## src/rtl/exc_sequencer.sv

```systemverilog
// Exception/interrupt sequencer: drains the pipeline, vectors to the handler, latches ELR/ESR, returns on ERET.
// Latency: DRAIN for FLUSH_CYCLES cycles after the trigger edge, VECTOR next, handler fetch after that; no backpressure.
module exc_sequencer #(
   parameter int unsigned     N            = 64,
   parameter logic [N-1:0]    EXC_VECTOR   = N'(64'h0000_0000_0000_00D8),
   parameter int unsigned     FLUSH_CYCLES = 3
) (
   input  logic         clk,
   input  logic         reset,
   input  logic         ExtIRQ,
   input  logic         NotAnInstr,
   input  logic [3:0]   EStatus,
   input  logic         ERet,
   input  logic [N-1:0] DecPC,
   output logic         Flush,
   output logic         PCRedirect,
   output logic [N-1:0] PCTarget,
   output logic         ExtIAck,
   output logic [N-1:0] ELR,
   output logic [3:0]   ESR,
   output logic         InHandler
);

   typedef enum logic [2:0] {
      RUN     = 3'd0,
      DRAIN   = 3'd1,
      VECTOR  = 3'd2,
      HANDLER = 3'd3,
      RETURN  = 3'd4
   } state_t;

   typedef enum logic {
      SYNC = 1'b0,
      IRQ  = 1'b1
   } cause_t;

   localparam logic [3:0] ESR_IRQ   = 4'b0001;
   localparam logic [2:0] CNT_LAST  = 3'(FLUSH_CYCLES - 1);

   state_t        state, state_nxt;
   cause_t        cause, cause_nxt;
   logic [2:0]    cnt, cnt_nxt;
   logic [N-1:0]  elr, elr_nxt;
   logic [3:0]    esr, esr_nxt;

   always_ff @(posedge clk or posedge reset) begin
      if (reset) begin
         state <= RUN;
         cause <= SYNC;
         cnt   <= '0;
         elr   <= '0;
         esr   <= '0;
      end else begin
         state <= state_nxt;
         cause <= cause_nxt;
         cnt   <= cnt_nxt;
         elr   <= elr_nxt;
         esr   <= esr_nxt;
      end
   end

   always_comb begin
      state_nxt = state;
      cause_nxt = cause;
      cnt_nxt   = cnt;
      elr_nxt   = elr;
      esr_nxt   = esr;

      case (state)
         RUN: begin
            // Synchronous faults win so the offending PC is the one reported.
            if (NotAnInstr) begin
               elr_nxt   = DecPC;
               esr_nxt   = EStatus;
               cause_nxt = SYNC;
               cnt_nxt   = '0;
               state_nxt = DRAIN;
            end else if (ExtIRQ) begin
               elr_nxt   = DecPC;
               esr_nxt   = ESR_IRQ;
               cause_nxt = IRQ;
               cnt_nxt   = '0;
               state_nxt = DRAIN;
            end
         end
         DRAIN: begin
            if (cnt == CNT_LAST) begin
               state_nxt = VECTOR;
            end else begin
               cnt_nxt = cnt + 3'd1;
            end
         end
         VECTOR: begin
            state_nxt = HANDLER;
         end
         HANDLER: begin
            // Interrupts are masked here; a nested invalid opcode only marks a double fault.
            if (NotAnInstr) begin
               esr_nxt = esr | 4'b1000;
            end
            if (ERet) begin
               state_nxt = RETURN;
            end
         end
         RETURN: begin
            state_nxt = RUN;
         end
         default: begin
            state_nxt = RUN;
         end
      endcase
   end

   always_comb begin
      Flush      = 1'b0;
      PCRedirect = 1'b0;
      PCTarget   = '0;
      ExtIAck    = 1'b0;
      InHandler  = 1'b0;

      case (state)
         DRAIN: begin
            Flush = 1'b1;
         end
         VECTOR: begin
            Flush      = 1'b1;
            PCRedirect = 1'b1;
            PCTarget   = EXC_VECTOR;
            ExtIAck    = (cause == IRQ);
         end
         HANDLER: begin
            InHandler = 1'b1;
         end
         RETURN: begin
            Flush      = 1'b1;
            PCRedirect = 1'b1;
            PCTarget   = elr;
            InHandler  = 1'b1;
         end
         default: begin
            Flush = 1'b0;
         end
      endcase
   end

   assign ELR = elr;
   assign ESR = esr;

endmodule

```

## config.mk

```make
export PLATFORM = sky130hd
export DESIGN_NAME = exc_sequencer
export DESIGN_NICKNAME = d
export VERILOG_FILES = /design/src/rtl/exc_sequencer.sv
export SDC_FILE = /design/constraint.sdc
export NUM_CORES = 1
export LEC_CHECK = 0
export ABC_AREA = 1
export BUFFER_PORTS_ARGS = -buffer_cell sky130_fd_sc_hd__buf_2
export CAP_MARGIN = 40
export CORE_UTILIZATION = 44
export CTS_CLUSTER_DIAMETER = 120
export DETAILED_ROUTE_END_ITERATION = 16
export HOLD_SLACK_MARGIN = 0.06
export PLACE_DENSITY = 0.85
export SLEW_MARGIN = 20
export SYNTH_ARGS = -nofsm -noshare
export SYNTH_HDL_FRONTEND = slang
export SYNTH_SLANG_ARGS = --single-unit
```

## constraint.sdc

```tcl
create_clock -name clk -period 3.3 [get_ports clk]
set_clock_uncertainty 0.2 [all_clocks]
set_input_delay 0.33 -clock clk [delete_from_list [all_inputs] [get_ports clk]]
set_output_delay 0.33 -clock clk [all_outputs]
set_load 0.02 [all_outputs]
```

# ---- Word-level counts from Yosys, hierarchy flattened
# Index checks and enable logic that the tools add are counted.
dict set report word_totals {
  ff_bits 75
  inputBits 73
  word_cells 52
  output_inout_bits 136
}
dict set report classes {
  eq_ne 10
  n_mux 22
  n_reduce_logical 12
  bitwise 1
  addsub 1
}
# operator count
set op_table {}
lappend op_table {{$mux 64} 2}
lappend op_table {{$pmux 64 s2} 1}
lappend op_table {{$mux 3} 7}
lappend op_table {{$mux 4} 3}
lappend op_table {{$pmux 3 s4} 1}
lappend op_table {{$reduce_and 3->1} 4}
lappend op_table {{$eq 3x2->1 const B} 3}
lappend op_table {{$ne 2x2->1 const B} 4}
lappend op_table {{$pmux 4 s2} 1}
lappend op_table {{$mux 1} 6}
lappend op_table {{$pmux 3 s2} 1}
lappend op_table {{$reduce_bool 2->1} 3}
lappend op_table {{$reduce_or 2->1} 2}
lappend op_table {{$add 3x1->3 const B} 1}
lappend op_table {{$eq 3x1->1 const B} 1}
lappend op_table {{$eq 3x3->1 const B} 1}
lappend op_table {{$logic_not 3->1} 1}
lappend op_table {{$ne 3x3->1 const B} 1}
lappend op_table {{$reduce_or 3->1} 1}
lappend op_table {{$reduce_and 2->1} 1}
lappend op_table {{$not 1->1} 1}

# ---- Longest topological paths before layout
# Gate-level depths: netlist (run 1).
dict set report depth {
  word_depth 3
  mapped_depth 7
  mapped_depth_nobuf 7
}

# ---- Worst setup path before layout (run 1)
# No wires, ideal clock.
dict set report synth_timing {
  kind {reg2out}
  start {register state[1]}
  end {output port PCTarget[3]}
  required_time_ns 2.770
  stages_incl_launch_ff 5
  n_path_buf 1
  arrival_ns 1.340
  slack_ns 1.430
  cell_sequence {dfrtp_1 > nor2_2 > nand2_1 > buf_2 > o21ai_0}
}
dict set report synth_via {
  elab_chain_cells 2
  word_cells_on_any_way 3
  classes_between {eq/ne (2); mux (1)}
}
# element line_no
set synth_lines {}
lappend synth_lines {{start: declaration} 40} ;# state_t state, state_nxt;
lappend synth_lines {{start signal: assignment} 54} ;# state <= state_nxt;
lappend synth_lines {{$eq 3x3->1 / $eq 3x2->1 (equally long branches)} 121} ;# case (state)
lappend synth_lines {{$pmux 64 s2 (*)} 121}
lappend synth_lines {{end: declaration} 17} ;# output logic [N-1:0] PCTarget,
# Mark *: on every way between the ends. The rest lies on a longest branch, timed or not.

# ---- Worst setup path after layout (run 1)
dict set report layout_timing {
  start {register state[1]}
  end {output port PCTarget[4]}
}
# Same word-level chain as after synthesis.

==> impl_metrics.tcl, run 1 <==
set metrics [dict create \
    status "completed" \
    crit_arrival_ns 2.33 \
    synth_top_family_by_area "simple AND/OR/NAND/NOR gates" \
    critPathKind "register to output pin" \
    die-area_um2 8680 \
    startpoint_type "register" \
    track_usage_pct 25.4 \
    clockBufferDepth 2 \
    slew_headroom_pct 49.3 \
    start_util_pct 46.4 \
    end_kind "output pin" \
    hpwl_um 6850 \
    finalHoldViolCount 0 \
    fin_util_pct 70.8 \
    hold_path.class "input port to register" \
    post-route-min-period_ns 2.86 \
    synth-seq-cells 75 \
    yosysSeqAreaShare_pct 51.3 \
    io_buffers 208 \
    drv_cap 0 \
    clock_sinks 75 \
    place_congestion 0.796 \
    crit_chain "nor2_2, nand2_2, buf_4, o21ai_0, buf_2" \
    nets 762 \
    cts_buffers 9 \
    worst_slew_pin_slew_ns 0.758 \
    hold_buffers 68 \
    muxShareOfSynthArea_pct 0 \
    h-tree-depth 3 \
    fin_area_um2 5580 \
    slowest_delay_ns 0.48 \
    wl_per_cell_um 13.7 \
    num_rows 32 \
    die_w_um 93.2 \
    clk_pin_slew_ns 0.07 \
    p_total_mw 5.01 \
    cp-startpoint "state[1]" \
    finalSetupTns_ns 0 \
    dp.cells 710 \
    power_density_nw_per_um2 897 \
    synthDistinctLibCells 19 \
    die_y_um 93.2 \
    place_ws_ns 0.878 \
    synth_compound_area_share_pct 16.6 \
    stdcell_count 794 \
    cp.required_ns 2.77 \
    cts_resized 0 \
    cts_root_buf "clkbuf_8" \
    setup_violations 0 \
    fin_ws_ns 0.436 \
    drt_iter0_markers 114 \
    cpMaxStageDelayCell "nand2_2" \
    whs_ns 0.0801 \
    overflow 0 \
    fmax_mhz 349 \
    ir_worst_vdd_mv 0.682 \
    final_cell_mix "buf_2 (208), nand2_1 (84), dfrtp_1 (75), inv_1 (74), dlygate4sd3_1 (68)" \
    synth_fa_ha_area_share_pct 0.684 \
    vias 3734 \
    layout-drive-gt1-share_pct 42.3 \
    viasPerCell 4.70 \
    yosys_warnings 0 \
    synthXorXnorAreaFrac_pct 0.240 \
    drv_slew 0 \
    grt_pass1_vias 3735 \
    min_period_over_period_pct 86.8 \
    grt_pass1_wl_um 17200 \
    insertion_delay_ns 0.34 \
    power.leakage_nw 3.14 \
    drc 0 \
    regArea_um2 1880 \
    rr_startpoint "state[1]" \
    io_pins 209 \
    hold_path_startpoint "NotAnInstr" \
    tritoncts "done" \
    rsz0062_at_grt "no" \
    core-area_um2 7890 \
    final_common_cell "buf_2" \
    netlist_instances 417 \
    antenna_left 0 \
    dpl-instance-area_um2 4710 \
    multi_input_area_um2 1300 \
    crit_fanout 38 \
    synth_area_um2 3660 \
    syn_area_per_cell_um2 8.77 \
    synthSimpleGateAreaFrac_pct 17.9 \
    syn_nets 492 \
    drt-total-wl_um 10900 \
    antenna_found_initial 0 \
    cts_setup_buffers 0 \
    n_antenna_cell 0 \
    first_pass_iters 5 \
    fillers 584 \
    areaGrowthSynthToFinish_pct 52.7 \
    grt_max_degree 78 \
]
## layout make-up
class	instances	share of cell area [%]
clock inverters	5	0.941
inverters	76	5.16
flip-flops and latches	75	33.6
clock buffers	11	2.53
multi-input cells	244	23.3
repair buffers	281	32.2
well taps	102	2.29
## sequential cells by signal (all words and copies together), names as in the netlist
register / cells
cause: 1
state: 3
ELR: 64
cnt: 3
ESR: 4
## routing by layer
metal	vias up	part of all wire [%]	GRT usage (%)
li1	1801	-	-
met1	1738	38	27.5
met2	166	53	48.2
met3	29	6.4	4.96
met4	0	2.5	10.4
met5	-	0	0
## path summary, 6_finish.rpt
check	slack, ns	depth (start not counted)	endpoint
worst min-delay path	0.08	3	ESR[3]
worst min register to register	0.27	2	ESR[3]
worst max-delay path	0.44	5	PCTarget[4]
min in group asynchronous	0.26	3	ELR[39]
max in group asynchronous	1.95	5	ELR[40]
worst max register to register	1.22	6	ELR[9]
## cell families (layout without fill, tap and decap cells)
kind of cell               count (synthesis)  count (layout)
AOI/OAI and AO/OA                         76              76
xor gates and xnor gates                   1               1
adders and majority gates                  2               2
buffers and inverters                     98             373
DFF                                       75              75
and+or+nand+nor                          165             165
## critical path: cells and delay by family (launching register included)
family,cells,cell delay [ns]
compound gates,1,0.22
buf+inv,2,0.64
flops,1,0.42
simple gates,2,0.72
## synth_stat cells
| master | number | area share (%) |
|---|---|---|
| o21ai_2 | 60 | 14 |
| buf_2 | 5 | 0.68 |
| nand3b_4 | 1 | 0.55 |
| nand3_1 | 11 | 1.5 |
| clkbuf_1 | 3 | 0.31 |
| a21o_1 | 1 | 0.21 |
| nor2_2 | 1 | 0.17 |
| dfrtp_1 | 75 | 51 |
| inv_1 | 75 | 7.7 |
| buf_6 | 13 | 4.0 |
| nand4_1 | 1 | 0.17 |
| nand2_1 | 85 | 8.7 |
| o21ai_1 | 4 | 0.55 |
| o21ai_0 | 11 | 1.5 |
| xnor2_1 | 1 | 0.24 |
| inv_2 | 1 | 0.10 |
| ha_1 | 2 | 0.68 |
| nor2_1 | 66 | 6.8 |
| buf_8 | 1 | 0.41 |
## where the power goes
group	total, mW	internal, mW	switching, mW	leakage (nW)
clock network	0.696	0.366	0.329	0.0991
registers	1.62	1.37	0.249	0.928
logic	2.70	0.904	1.79	2.11
total	5.01	2.64	2.37	3.14
(Power assumes the default switching activity.)
==> run 2: changes to the inputs <==
--- a/config.mk
+++ b/config.mk
@@ -5,9 +5,9 @@
 export SDC_FILE = /design/constraint.sdc
 export NUM_CORES = 1
 export LEC_CHECK = 0
-export ABC_AREA = 1
 export BUFFER_PORTS_ARGS = -buffer_cell sky130_fd_sc_hd__buf_2
 export CAP_MARGIN = 40
+export CORE_MARGIN = 2
 export CORE_UTILIZATION = 44
 export CTS_CLUSTER_DIAMETER = 120
 export DETAILED_ROUTE_END_ITERATION = 16
==> run 2 against run 1 <==
Non-clock buffer count grew 1. Via count shrank 17%. Critical path depth shrank 1. Register-to-register slack lost 0.26 ns. Critical endpoint is now PCTarget[46].
==> impl_metrics.tcl, run 2 <==
set metrics [dict create \
    synthDistinctLibCells 32 \
    crit_arrival_ns 2.00 \
    grt_pass1_vias 3041 \
    final_common_cell "buf_2" \
    async_flop_share_pct 100 \
    yosys-top-cells-area "dfrtp_1 (51%), mux2_4 (20%), and2_1 (10%), mux2_2 (4.6%), buf_12 (3.3%)" \
    finalSetupTns_ns 0 \
    nets 622 \
    antenna_left 0 \
    overflow 0 \
    hpwl_um 6190 \
    rsz0062_at_grt "no" \
    die-area_um2 9100 \
    dpl-instance-area_um2 4750 \
    min_period_over_period_pct 76.8 \
    first_pass_iters 4 \
    cts_buffers 9 \
    drv_slew 0 \
    ys.flop_type "dfrtp_1" \
    clk_pin_slew_ns 0.08 \
    crit_chain "nor3b_2, buf_4, and2_1, buf_2" \
    clock_sinks 75 \
    num_rows 33 \
    insertion_delay_ns 0.33 \
    wl_per_cell_um 15.1 \
    min_path_cells 2 \
    fmax_mhz 394 \
    startpoint_type "register" \
    yosys_warnings 0 \
    tritoncts "done" \
    finalHoldViolCount 0 \
    viasPerCell 4.73 \
    ir_worst_vdd_mv 0.480 \
    hold_path.class "input port to register" \
    post-route-min-period_ns 2.53 \
    cts_root_buf "clkbuf_8" \
    yosysTopAreaCellShare_pct 51.0 \
    clockBufferDepth 2 \
    drc 0 \
    antenna_found_initial 0 \
    slew_headroom_pct 62.7 \
    fin_area_um2 5680 \
    yosys.area.top_type "dfrtp_1" \
    cpMaxStageDelayCell "dfrtp_1" \
    drt_iter0_markers 91 \
    regArea_um2 1880 \
    areaGrowthSynthToFinish_pct 54.4 \
    syn_nets 345 \
    grt_pass1_wl_um 14800 \
    reg2regPathDepth 4 \
    cts_resized 0 \
    multi_input_area_um2 1630 \
    netlist_instances 270 \
    final_cell_mix "buf_2 (208), dfrtp_1 (75), dlygate4sd3_1 (69), and2_1 (60), mux2_4 (49)" \
    fillers 562 \
    drv_cap 0 \
    crit_fanout 61 \
    yosys.cell_count.top_type "dfrtp_1" \
    cp.required_ns 2.77 \
    die_w_um 95.4 \
    slowest_delay_ns 0.59 \
    synth_area_um2 3680 \
    place_congestion 0.763 \
    worst_slew_pin_slew_ns 0.560 \
    track_usage_pct 21.0 \
    largest_reg_flops 64 \
    yosys-top-cells-count "dfrtp_1 (75), and2_1 (60), mux2_4 (49)" \
    synth_edf_count 0 \
    cts_setup_buffers 0 \
    critPathKind "register to output pin" \
    die_y_um 95.4 \
    io_pins 209 \
    io_buffers 208 \
    grt_max_degree 62 \
    power_density_nw_per_um2 883 \
    synth-seq-cells 75 \
    n_antenna_cell 0 \
    start_util_pct 45.0 \
    power.leakage_nw 2.98 \
    end_kind "output pin" \
    setup_violations 0 \
    layout-drive-gt1-share_pct 53.8 \
    h-tree-depth 3 \
    yosysSeqAreaShare_pct 51.0 \
    drt-total-wl_um 9910 \
    vias 3106 \
    core-area_um2 8180 \
    syn_area_per_cell_um2 13.6 \
    status "completed" \
]
run 2: cell count changes after synthesis, sizes merged, moves of 6 or more:
cell,before,now
a21oi,0,10
and2,0,60
buf,19,7
clkbuf,3,9
inv,76,4
mux2,0,64
nand2,85,6
nand3,11,2
nor2,67,2
o21ai,75,2
run 2: worst paths after layout:
kind	start	end	slack (ns)
max in group asynchronous	reset	ELR[8]	2.00
min in group asynchronous	reset	ELR[61]	0.23
hold / removal	NotAnInstr	cause	0.08
hold reg to reg	ESR[3]	ESR[3]	0.30
setup reg to reg	state[0]	ELR[45]	0.96
setup / recovery	state[2]	PCTarget[46]	0.77
run 2: where the power goes:
part           total [mW]  switching, mW  internal (mW)
logic                2.46           1.26           1.20
clock network       0.763          0.335          0.427
registers            1.79          0.402           1.39
total                5.01           2.00           3.01
run 2: cells by family (layout without fill, tap and decap cells):
| kind of cell | after synthesis | in the layout | synth area share, % |
|---|---|---|---|
| simple gates | 87 | 87 | 14.7 |
| flops | 75 | 75 | 51.0 |
| mux | 64 | 64 | 24.6 |
| compound gates | 21 | 21 | 3.95 |
| buf+inv | 20 | 302 | 4.80 |
| fa+ha+maj | 2 | 2 | 0.680 |
| xor+xnor | 1 | 1 | 0.238 |
run 2: layer usage:
layer / track usage, % / part of all wire [%]
met1: 24.6 / 40
met2: 37.4 / 53
met3: 4.27 / 5.6
met4: 8.93 / 2.2
met5: 0 / 0
run 2: area by class of cell:
cell class                 count  share of cell area [%]
multi-input combinational    175                    28.7
clock buffer                  10                    2.25
clock inverter                 6                    1.59
inverter                       4                   0.264
tap                          105                    2.31
sequential                    75                    33.1
timing repair buffer         282                    31.8
run 2: worst max-delay path, delay by kind of cell, from the launching register on:
kind	cells	cell delay, ns
and+or+nand+nor	2	0.45
DFF	1	0.59
buffers and inverters	2	0.61
run 2: metrics by stage:
| stage | setup slack [ns] | util (%) | hold slack, ns | std cells | power (mW) |
|---|---|---|---|---|---|
| after detailed placement | 0.953 | 58.1 | 0.276 | 571 | 4.17 |
| after floorplan | 0.860 | - | 0.216 | 270 | 3.49 |
| final | 0.765 | 69.4 | 0.0829 | 657 | 5.01 |
| after CTS | 0.757 | 69.2 | 0.0645 | 656 | 5.02 |
| after global placement | 1.03 | 58.1 | 0.272 | 571 | 4.09 |
| after global routing | 0.605 | 69.4 | 0.0649 | 657 | 5.31 |
run 2: what timing repair did:
action	in CTS	in global routing
endpoints found under the hold margin	104	0
hold buffers	69	0
endpoints found under the setup margin	0	0
==> run 3: changes to the inputs <==
--- a/config.mk
+++ b/config.mk
@@ -8,11 +8,11 @@
 export BUFFER_PORTS_ARGS = -buffer_cell sky130_fd_sc_hd__buf_2
 export CAP_MARGIN = 40
 export CORE_MARGIN = 2
-export CORE_UTILIZATION = 44
+export CORE_UTILIZATION = 40
 export CTS_CLUSTER_DIAMETER = 120
 export DETAILED_ROUTE_END_ITERATION = 16
 export HOLD_SLACK_MARGIN = 0.06
-export PLACE_DENSITY = 0.85
+export PLACE_DENSITY = 0.82
 export SLEW_MARGIN = 20
 export SYNTH_ARGS = -nofsm -noshare
 export SYNTH_HDL_FRONTEND = slang
==> constraint.sdc (replaced) <==
create_clock -name clk -period 2.03 [get_ports clk]
set_clock_uncertainty 0.2 [all_clocks]
set_input_delay 0.203 -clock clk [delete_from_list [all_inputs] [get_ports clk]]
set_output_delay 0.203 -clock clk [all_outputs]
set_load 0.02 [all_outputs]
==> run 3 against run 2 <==
The flow now finishes with violations (setup timing). Cell area rose by 11%. Hold slack improved by 0.039 ns. Sequential cell count did not move. Global-route usage rose by 1.7 points. Cell count rose by 3.2%. Utilization rose by 2.4 points. Clock power rose by 100%. Critical endpoint is now PCTarget[13]. Highest routed layer unchanged.
==> impl_metrics.tcl, run 3 (synthesis results as in run 2) <==
set metrics [dict create \
    status "complete, but fails checks" \
    violations "setup timing" \
    cp.required_ns 1.63 \
    antenna_found_initial 0 \
    cp.buffers_inverters 5 \
    min_period_over_period_pct 106 \
    final_cell_mix "buf_2 (176), dfrtp_1 (73), dlygate4sd3_1 (71), mux2_4 (60), buf_6 (34)" \
    core-area_um2 8810 \
    finalSetupTns_ns -3.70 \
    path_common_cell "buf_6" \
    grt_max_degree 76 \
    power_density_nw_per_um2 1410 \
    rsz0062_at_grt "yes" \
    end_kind "output pin" \
    hold_path.class "input port to register" \
    cts_root_buf "clkbuf_8" \
    crit_fanout 7 \
    grt_pass1_wl_um 17800 \
    power_frac_comb_pct 50.4 \
    drt_iter0_markers 112 \
    drv_cap 0 \
    stdcell_count 678 \
    min_path_cells 4 \
    largest_reg_flops 64 \
    die_w_um 99.9 \
    final_common_cell "buf_2" \
    crit_arrival_ns 1.74 \
    grt_pass1_vias 3457 \
    hpwl_um 6330 \
    wl_per_cell_um 17.2 \
    track_usage_pct 22.7 \
    num_rows 34 \
    setup_violations 61 \
    clock_sinks 75 \
    tritoncts "done" \
    clk_pin_slew_ns 0.07 \
    switching_share_pct 38.1 \
    die-area_um2 9980 \
    viasPerCell 4.83 \
    cp.depth 7 \
    whs_ns 0.122 \
    n_antenna_cell 0 \
    reg2regPathDepth 5 \
    ir_worst_vdd_mv 0.745 \
    first_pass_iters 4 \
    startpoint_type "register" \
    drc 0 \
    p_int_mw 5.53 \
    start_util_pct 41.8 \
    seq_power_share_pct 32.3 \
    drt-total-wl_um 11700 \
    insertion_delay_ns 0.33 \
    nets 640 \
    io_buffers 208 \
    cp_top_family "buffers and inverters" \
    clkPwrFrac_pct 17.3 \
    fin_util_pct 71.8 \
    clockBufferDepth 2 \
    overflow 0 \
    worst_slew_pin_slew_ns 0.459 \
    vias 3276 \
    post-route-min-period_ns 2.15 \
    cpMaxStageDelayCell "dfrtp_1" \
    dp.cells 579 \
    fmax_mhz 466 \
    drv_slew 0 \
    critPathKind "register to output pin" \
    h-tree-depth 3 \
    power.leakage_nw 3.22 \
    slew_headroom_pct 69.1 \
    cts_buffers 9 \
    areaGrowthSynthToFinish_pct 71.9 \
    die_y_um 99.9 \
    antenna_left 0 \
    crit_chain "buf_6, nor3b_4, buf_6, buf_12, clkbuf_16, and2_4, buf_6" \
    io_pins 209 \
    fin_ws_ns -0.116 \
    place_congestion 0.772 \
    p_sw_mw 3.40 \
    slowest_delay_ns 0.39 \
    layout-drive-gt1-share_pct 60.9 \
    finalHoldViolCount 0 \
]
==> run 3: changes by cell type in the layout (fill, tap and decap cells not counted), sizes merged <==
| cell | before | now |
|---|---|---|
| buf | 213 | 228 |
| clkbuf | 10 | 13 |
| clkinv | 3 | 0 |
| bufinv | 2 | 4 |
| dlygate4sd3 | 69 | 71 |
| inv | 4 | 3 |
==> run 3: stage by stage <==
stage / setup slack, ns / power (mW) / area [um2]
floorplan: 0.221 / 5.67 / 3680
global placement: 0.197 / 6.74 / 4820
detailed placement: 0.132 / 6.86 / 4820
CTS: -0.0887 / 8.73 / 6170
global route: -0.211 / 9.39 / 6320
finish: -0.116 / 8.93 / 6320
==> run 3: worst paths after layout <==
path                            startpoint           end  slack [ns]
worst max-delay path              state[0]  PCTarget[13]       -0.12
worst min-delay path            EStatus[3]        ESR[3]        0.12
worst max register to register    state[1]       ELR[44]        0.01
worst min register to register      ESR[1]        ESR[1]        0.30
max in group asynchronous            reset      state[1]        0.93
min in group asynchronous            reset        ELR[7]        0.32
==> run 3: final cells by class <==
type | instances | area, um2
Multi-Input combinational cell | 175 | 1760
Inverter | 4 | 18.8
Sequential cell | 75 | 1880
Clock inverter | 4 | 120
Tap cell | 108 | 135
Fill cell | 569 | 2480
Timing Repair Buffer | 300 | 2250
Clock buffer | 12 | 155
==> run 3: routing by layer <==
metal  GRT usage, %  vias up  wire [um]
met2           40.5      157       5970
li1               -     1509          -
met5              0        -          0
met1           26.4     1586       4640
met4           10.0        0        318
met3           4.74       24        730
==> run 3: power by group through the flow <==
stage / clock network, mW / registers [mW] / logic, mW
after floorplan: 0 / 3.61 / 2.07
after global placement: 0 / 2.81 / 3.93
after detailed placement: 0 / 2.84 / 4.02
after CTS: 1.58 / 2.84 / 4.31
after global routing: 1.65 / 2.99 / 4.75
final: 1.55 / 2.88 / 4.50
==> run 3: what timing repair did <==
item                                    CTS  global route
pin swaps                                 7            11
hold buffers                             71             0
resized for setup                        78            40
endpoints found under the setup margin   61            66
gates cloned                              3             1
hold endpoints to repair                147             0
setup buffers                             6             3
==> run 3: worst min-delay path, cell delays in order <==
cell	delay, ns
buf_2	0.10
nor3b_1	0.12
a21oi_1	0.11
o2bb2ai_1	0.07
